## config.mk

```make
export PLATFORM = sky130hd
export DESIGN_NAME = seq_arr_mul
export DESIGN_NICKNAME = d
export VERILOG_FILES = /design/src/rtl/arith_seq_pkg.sv /design/src/rtl/seq_mul_acc_add.sv /design/src/rtl/seq_arr_mul.sv
export SDC_FILE = /design/constraint.sdc
export NUM_CORES = 1
export LEC_CHECK = 0
export ABC_CLOCK_PERIOD_IN_PS = 4200
export BUFFER_PORTS_ARGS = -buffer_cell sky130_fd_sc_hd__buf_4
export CAP_MARGIN = 5
export CORE_MARGIN = 3
export CORE_UTILIZATION = 50
export CTS_BUF_LIST = sky130_fd_sc_hd__clkbuf_4 sky130_fd_sc_hd__clkbuf_8
export CTS_CLUSTER_DIAMETER = 120
export DETAILED_ROUTE_END_ITERATION = 8
export PLACE_DENSITY = 0.68
export SYNTH_ARGS = -nofsm -noshare
export SYNTH_HDL_FRONTEND = slang
export SYNTH_SLANG_ARGS = --single-unit
```

## constraint.sdc

```tcl
create_clock -name clk -period 4.2 [get_ports clk]
set_clock_uncertainty 0.05 [all_clocks]
set_input_delay 0.21 -clock clk [delete_from_list [all_inputs] [get_ports clk]]
set_output_delay 0.21 -clock clk [all_outputs]
set_load 0.005 [all_outputs]
```

## src/rtl/arith_seq_pkg.sv

```systemverilog
// Shared definitions for the iterative arithmetic blocks: FSM state type,
// counter sizing, and two's-complement magnitude helpers on a 64-bit carrier.
package arith_seq_pkg;

  typedef enum logic [1:0] {
    IDLE = 2'd0,
    RUN  = 2'd1,
    DONE = 2'd2
  } state_t;

  // Operand helpers work on a fixed carrier; callers size-cast the result.
  localparam int MAX_W = 64;

  function automatic int cnt_width(input int n);
    return (n > 2) ? $clog2(n) : 1;
  endfunction

  function automatic logic [MAX_W-1:0] negate(input logic [MAX_W-1:0] x);
    return ~x + MAX_W'(1);
  endfunction

  function automatic logic [MAX_W-1:0] abs_val(input logic signed [MAX_W-1:0] x);
    return x[MAX_W-1] ? negate(x) : x;
  endfunction

endpackage

```

## src/rtl/seq_mul_acc_add.sv

```systemverilog
// Accumulate-step adder for the iterative multiplier; the carry out is
// dropped because the running sum never exceeds W bits.
module seq_mul_acc_add #(
  parameter int W = 16
) (
  input  logic [W-1:0] x,
  input  logic [W-1:0] y,
  output logic [W-1:0] sum
);

  assign sum = x + y;

endmodule

```

## src/rtl/seq_arr_mul.sv

```systemverilog
// Iterative N x N shift-add multiplier with valid/ready handshake and a
// per-transaction unsigned/signed mode. Supported operand width: 2..32.
module seq_arr_mul
  import arith_seq_pkg::*;
#(
  parameter int N = 8
) (
  input  logic           clk,
  input  logic           rst,
  input  logic           in_valid,
  output logic           in_ready,
  input  logic [N-1:0]   a,
  input  logic [N-1:0]   b,
  input  logic           sgn,
  output logic           out_valid,
  input  logic           out_ready,
  output logic [2*N-1:0] out
);

  localparam int W2 = 2 * N;
  localparam int CW = cnt_width(N);
  localparam logic [CW-1:0] LAST = CW'(N - 1);

  state_t state, state_nxt;

  logic [W2-1:0]  acc;
  logic [W2-1:0]  mcand;
  logic [N-1:0]   mplier;
  logic [CW-1:0]  cnt;
  logic           neg;
  logic           fix;

  logic signed [MAX_W-1:0] a_ext, b_ext;
  logic [W2-1:0]  addend, sum, prod;
  logic           accept;

  // Sign-extend only in signed mode so abs_val returns raw values otherwise.
  always_comb begin
    a_ext = sgn ? MAX_W'($signed(a)) : MAX_W'(a);
    b_ext = sgn ? MAX_W'($signed(b)) : MAX_W'(b);
  end

  assign accept = (state == IDLE) && in_valid;
  assign addend = mplier[0] ? mcand : '0;
  assign prod   = neg ? W2'(negate(MAX_W'(acc))) : acc;

  seq_mul_acc_add #(.W(W2)) u_add (
    .x  (acc),
    .y  (addend),
    .sum(sum)
  );

  always_comb begin
    state_nxt = state;
    case (state)
      IDLE:    if (in_valid)  state_nxt = RUN;
      RUN:     if (fix)       state_nxt = DONE;
      DONE:    if (out_ready) state_nxt = IDLE;
      default:                state_nxt = IDLE;
    endcase
  end

  assign in_ready  = (state == IDLE);
  assign out_valid = (state == DONE);

  // Multiplicand shifts left and multiplier right each step, so step i sees
  // magnitude bit i and magnitude << i without a variable shifter.
  always_ff @(posedge clk or posedge rst) begin
    if (rst) begin
      state  <= IDLE;
      acc    <= '0;
      mcand  <= '0;
      mplier <= '0;
      cnt    <= '0;
      neg    <= 1'b0;
      fix    <= 1'b0;
      out    <= '0;
    end else begin
      state <= state_nxt;
      if (accept) begin
        mcand  <= {{N{1'b0}}, N'(abs_val(a_ext))};
        mplier <= N'(abs_val(b_ext));
        neg    <= sgn & (a[N-1] ^ b[N-1]);
        acc    <= '0;
        cnt    <= '0;
        fix    <= 1'b0;
      end else if (state == RUN) begin
        if (!fix) begin
          acc    <= sum;
          mcand  <= mcand << 1;
          mplier <= mplier >> 1;
          // Counter parks at N-1; the extra edge is the sign fix-up.
          if (cnt == LAST) fix <= 1'b1;
          else             cnt <= cnt + CW'(1);
        end else begin
          out <= prod;
          fix <= 1'b0;
        end
      end
    end
  end

endmodule

```

==> impl_results.md, run 1 <==
* Run status: complete, no violations
* Post_cts resized at 0
* Number of synthesized flops with an enable pin at 0
* Port Buffers at 38
* Tcrit/Tclk final at 64.8%
* Flops & latches, synth at 63
* Type of the worst min-delay path: in -> reg
* Pwr Density at 762 mW/mm2
* CTS Hold Bufs at 0
* Synthesized area at 0.00377 mm2
* GRT overflow at 0
* Hold Worst Slack at 17.9 ps
* Worst Setup Path Type: reg -> reg
* FMAX at 0.367 GHz
* Worst Path Buf+Inv at 1
* Via count at 3046
* Worst hold stages at 2
* Cell Rows at 31
* GPL Wtd Cong at 0.865
* Clock sink count at 63
* Syn Area/Cell at 8.89 um2
* Setup TNS at 0 ps
* Vias in the first global route at 2972
* CP Cell Sequence: and2_1 > ha_1 > inv_1 > fa_1 > nor2b_1 > o2111ai_1 > a211oi_1 > a31oi_1 > mux2i_1 > nand3_1
* Worst reg2reg path endpoint: acc[14]
* Syn_nets at 466
* Final setup viols at 0
* Detail Route Antenna Nets at 0
* Routed Wire Length at 7660 um
* Initial antenna violation count at 0
* R2R depth at 10
* Minimum clock period at 2720 ps
* DRC errors left at 0
* DRT Pass-1 Iters at 4
* Ratio of cells with drive above 1 in the final layout at 13.8%
* Total GRT Usage at 19.0%
* Postcts setup bufs at 0
* Max cap viols at 0
* Yosys cell types at 44
* Fin cells at 564
* Crit path capture type: flop
* RSZ-0062 raised after global routing: no
* Die Ht at 92.8 um
* CTS tree: built
* First-pass GRT wire length at 13300 um
* Hold EP: state[1]
* Static leakage at 2.04 nW
* CTS buffer count at 9
* Final hold viol count at 0
* Detailed Place HPWL at 5660 um
* # diodes at 0
* Ys Warns at 0
* Critical R2R Launch: mplier[0]
* Fill cells at 648
* WP data arrival at 2890 ps
* Headroom to the max-slew limit at 23.4%
* Ys async rst share at 100%
* Req. time, crit path at 4370 ps
* Pin count of the biggest net entering global routing at 64
* Commonest cells post-synth: nand2_1, dfrtp_1, o21ai_0
* Most frequent cell after synthesis: nand2_1
* Average routed wire per standard cell at 13.6 um
* Nets at 502
* Crit-path max FO at 17
* Top post-synthesis cells by area: dfrtp_1, nand2_1, ha_1
* Die width at 92.8 um
* Reg clk slew, reported paths at 70 ps
* Latest clock arrival within the worst-skew pair at 330 ps
* Slowest-stage cell, CP: dfrtp_1
* Placed insts at 548
* Die area at 0.00862 mm2
* Setup slack, reg-to-reg at 1480 ps
* Worst IR Drop VDD at 324 uV
* Io pins at 39
* CP max stage delay at 570 ps
* Crit start category: flop
* Max clock buf depth at 2
* Starting DRT DRC Count at 146
* Vias per inst at 5.40
* Mapped Cells at 424
* Family with the most delay on the worst path: compound AO/OA/AOI/OAI gates
* Core area at 0.00729 mm2
* CTS H-tree lvls at 3
* Biggest area consumer among synthesized cells: dfrtp_1
* Worst-Margin Slew at 1150 ps
* Count of pins over their slew limit at 0
* Clk root buf: clkbuf_8
* Starting density of the core at 51.7%
* Yosys top cell area share at 41.8%
* Share of the yosys chip area belonging to registers at 41.8%
* Area grow syn2layout at 15.2%
* Synth Flop Type: dfrtp_1
* Min-delay src: out_ready
power by group:
group          total [mW]  switching [mW]  internal, mW
sequential           1.17           0.278         0.895
combinational        1.61           0.874         0.741
clock               0.522           0.221         0.301
total                3.31            1.37          1.94
worst reg2reg max path, stage by stage, from the launching register on:
cell and delay [ps]:
dfrtp_1 570, and2_1 190, ha_1 170, inv_1 60, fa_1 400, nor2b_1 170
o2111ai_1 200, a211oi_1 400, a31oi_1 150, mux2i_1 160, nand3_1 90
cell type report:
class	count	area, um2	area share [%]
inverter	15	56.3	1.30
timing repair buffer	41	308	7.08
clock inverter	4	45.0	1.04
clock buffer	12	153	3.51
tap	99	124	2.85
sequential	63	1580	36.3
multi-input combinational	330	2080	47.9
worst max path at each step:
| stage | endpoint | cells past startpoint | startpoint |
|---|---|---|---|
| after CTS | acc[14] | 10 | mplier[0] |
| after global placement | acc[14] | 10 | mplier[0] |
| final | acc[14] | 10 | mplier[0] |
| after global routing | acc[12] | 10 | mplier[0] |
| after floorplan | acc[10] | 11 | mplier[0] |
| after detailed placement | acc[14] | 10 | mplier[0] |
stage by stage:
stage / cell area (um2) / total power, mW / util, % / worst slack [ps]
floorplan: 3770 / 2.35 / - / 1690
global placement: 4150 / 2.76 / 56.9 / 1550
detailed placement: 4150 / 2.81 / 56.9 / 1460
CTS: 4350 / 3.34 / 59.6 / 1470
global route: 4350 / 3.63 / 59.6 / 1140
finish: 4350 / 3.31 / 59.6 / 1480
flip-flops by register name (all words and copies together), names as in the netlist:
signal	flops
acc	16
mcand	16
out	16
mplier	8
cnt	3
state	2
fix	1
neg	1
metal layers:
| layer | wire, um | part of all wire (%) | global-route usage (%) |
|---|---|---|---|
| met2 | 3720 | 49 | 32.2 |
| met5 | 0 | 0 | 0 |
| met1 | 3620 | 47 | 24.2 |
| met4 | 34 | 0.44 | 6.96 |
| met3 | 292 | 3.8 | 3.57 |
kinds of logic after synthesis:
family | count (synthesis) | synth area share (%)
AND/OR/NAND/NOR | 145 | 17.8
AO/OA/AOI/OAI | 125 | 21.0
flip-flops | 63 | 41.8
XOR/XNOR | 36 | 8.36
buffers and inverters | 31 | 3.09
adder cells (fa/ha/maj) | 21 | 7.17
multiplexers | 3 | 0.796
placed cells by master (no fill, tap or decap), types with 3 or more instances in the layout:
cell / synthesis / final
nand3_1: 5 / 5
nor3_1: 5 / 5
o21ai_0: 47 / 47
o31ai_1: 4 / 4
xor2_1: 21 / 21
xnor2_1: 15 / 15
nand2b_1: 3 / 3
a22oi_1: 4 / 4
nor2b_1: 3 / 3
mux2i_1: 3 / 3
ha_1: 20 / 20
a22o_1: 9 / 9
o211ai_1: 3 / 3
a211oi_1: 4 / 4
clkinv_2: 0 / 3
nor2_1: 24 / 24
o41ai_1: 3 / 3
dfrtp_1: 63 / 63
buf_4: 0 / 41
a21oi_1: 16 / 16
inv_1: 15 / 14
clkbuf_8: 0 / 10
nand2_1: 74 / 74
a21o_1: 5 / 5
a31oi_1: 18 / 18
and3_1: 3 / 3
and2_1: 17 / 17
Note: power is estimated with default switching activity, not from simulation.
==> run 2, diff against run 1 <==
Settings changed: ABC_CLOCK_PERIOD_IN_PS 4200 to 2250, PLACE_DENSITY 0.68 to 0.71.
Clock period 4.2 ns to 2.25 ns, I/O delays scaled along.
==> run 2 against run 1 <==
Effect of this change:
- clock-buffer cell count is the same
- global-route usage rose by 1.6 points
- first-iteration DRC count up 17%
- sequential cell count did not move
- largest cell class unchanged
- clock power increased by 90%
- worst hold slack improved by 8.5 ps
- critical endpoint is now acc[10]
- the run now ends with setup timing left
- fmax is 14% higher
==> impl_results.md, run 2 (synthesized netlist as in run 1, its figures left out) <==
* DRC errors left at 0 (unchanged)
* WP data arrival at 2570 ps (-320 ps)
* Run status: finished with violations
* Nets at 552 (+10%)
* Io pins at 39 (unchanged)
* Commonest non-fill, non-tap cell in the layout: buf_4
* Minimum clock period at 2380 ps (-339 ps)
* Vias per inst at 5.47 (+1.2%)
* Tcrit/Tclk final at 106% (+41 points)
* CP max stage delay at 440 ps (-130 ps)
* Reg clk slew, reported paths at 70 ps (about the same)
* First-pass GRT wire length at 14100 um (+6.4%)
* Via count at 3352 (+10%)
* Vias in the first global route at 3208 (+7.9%)
* CTS buffer count at 9 (unchanged)
* Ratio of cells with drive above 1 in the final layout at 26.8% (+13 points)
* Final hold viol count at 0 (unchanged)
* Max clock buf depth at 2 (unchanged)
* Crit start category: flop
* RSZ-0062 raised after global routing: yes
* Family with the most delay on the worst path: compound AO/OA/AOI/OAI gates
* Type of the worst min-delay path: in -> reg
* Area grow syn2layout at 31.2%
* GRT overflow at 0 (unchanged)
* Static leakage at 2.29 nW (+12%)
* Clk root buf: clkbuf_8
* Final WS setup at -133 ps (-1610 ps)
* Met3 routed WL at 355 um (+22%)
* # diodes at 0 (unchanged)
* Worst IR Drop VDD at 674 uV (+110%)
* Headroom to the max-slew limit at 49.3% (+26 points)
* Max cap viols at 0 (unchanged)
* Core area at 0.00729 mm2 (unchanged)
* Worst Setup Path Type: reg -> reg
* CP Cell Sequence: and2_4 > ha_4 > inv_2 > fa_2 > nor2b_4 > o2111ai_4 > a21oi_2 > o31a_1 > or3_1 > a32o_1
* Port Buffers at 38 (unchanged)
* Die Ht at 92.8 um (unchanged)
* Cell Rows at 31 (unchanged)
* Failing checks: setup timing
* Detail Route Antenna Nets at 0 (unchanged)
* Slowest-stage cell, CP: dfrtp_2
* Total GRT Usage at 20.7% (+1.6 points)
* Starting density of the core at 51.7% (unchanged)
* Worst-Margin Slew at 760 ps (-385 ps)
* Final setup viols at 7 (+7)
* Latest clock arrival within the worst-skew pair at 340 ps (about the same)
* Die area at 0.00862 mm2 (unchanged)
* Pin count of the biggest net entering global routing at 37 (-42%)
* FMAX at 0.420 GHz (+14%)
* Largest registers: acc (16), mcand (16), out (16)
* CTS H-tree lvls at 3 (unchanged)
* DRT Pass-1 Iters at 4 (unchanged)
* Finished Cell Area at 0.00495 mm2 (+14%)
* Area after DPL at 0.00449 mm2 (+8.2%)
* Pwr Density at 1460 mW/mm2 (+92%)
* Req. time, crit path at 2440 ps (-1930 ps)
* Average routed wire per standard cell at 14.1 um (+3.6%)
* Worst Path Buf+Inv at 1 (unchanged)
* GPL Wtd Cong at 0.875 (+1.2%)
* Dpl ws at -217 ps (-1680 ps)
* Most frequent cells in the layout: buf_4, nand2_1, dfrtp_1
* Initial antenna violation count at 0 (unchanged)
* Count of pins over their slew limit at 0 (unchanged)
* Crit-path max FO at 6 (-11)
* Routed Wire Length at 8620 um (+13%)
* Starting DRT DRC Count at 171 (+17%)
* Detailed Place HPWL at 6250 um (+10%)
* Fill cells at 601 (-7.3%)
* Crit path capture type: flop
* Routed metal-1 wirelength at 3870 um (+7.0%)
* Top sig layer: met4
* Die width at 92.8 um (unchanged)
* Routed met2 length at 4190 um (+13%)
* CTS tree: built
* Clock sink count at 63 (unchanged)
==> run 2: what timing repair did <==
action                                  CTS  global route
pin swaps                                11            17
setup buffers                             3             4
hold endpoints to repair                 37             0
gates resized for setup                   8            24
endpoints found under the setup margin    8            10
hold buffers                              4             0
==> run 2: worst paths after layout <==
kind / cells past startpoint / slack, ps / startpoint / to
hold / removal: 3 / 30 / a[6] / mcand[6]
max in group asynchronous: 4 / 1020 / rst / mplier[0]
hold reg to reg: 2 / 430 / out[4] / out[4]
setup / recovery: 10 / -130 / mplier[0] / acc[10]
setup reg to reg: 10 / -130 / mplier[0] / acc[10]
min in group asynchronous: 3 / 420 / rst / fix
==> run 2: layout make-up <==
type	count	area, um2	area share, %
clock buffer	12	159	3.21
clock inverter	3	42.5	0.860
inverter	15	56.3	1.14
multi-input combinational	330	2290	46.3
sequential	63	1580	31.9
tap	99	124	2.50
timing repair buffer	91	697	14.1
==> run 2: metal layers <==
layer | GRT usage (%) | up-vias
met5 | 0 | -
met2 | 35.7 | 77
met4 | 9.77 | 0
met1 | 25.4 | 1583
li1 | - | 1674
met3 | 2.84 | 18
==> run 2: worst register-to-register path: cells and delay by family, from the launching register on <==
kind                     cells  cell delay [ps]
adder cells (fa/ha/maj)      2              380
buffers and inverters        1               50
flip-flops                   1              440
AO/OA/AOI/OAI                4              850
AND/OR/NAND/NOR              3              520
==> run 2: through the flow <==
| step | cells | hold slack (ps) | util [%] | setup TNS (ps) | power, mW |
|---|---|---|---|---|---|
| 2_1_floorplan | 424 | 170 | - | -477 | 4.45 |
| 3_5_place_dp | 588 | 252 | 61.5 | -987 | 5.84 |
| 4_1_cts | 610 | 19.7 | 65.7 | -281 | 6.96 |
| 6_report | 613 | 26.4 | 67.8 | -308 | 7.24 |
| 5_1_grt | 613 | 31.3 | 67.8 | -1190 | 7.85 |
| 3_3_place_gp | 588 | 244 | 61.5 | -619 | 5.71 |
==> run 2: power breakdown <==
group,internal [mW],switching [mW]
Sequential,1.67,0.454
Combinational,2.07,2.05
Clock,0.576,0.416
Total,4.31,2.92
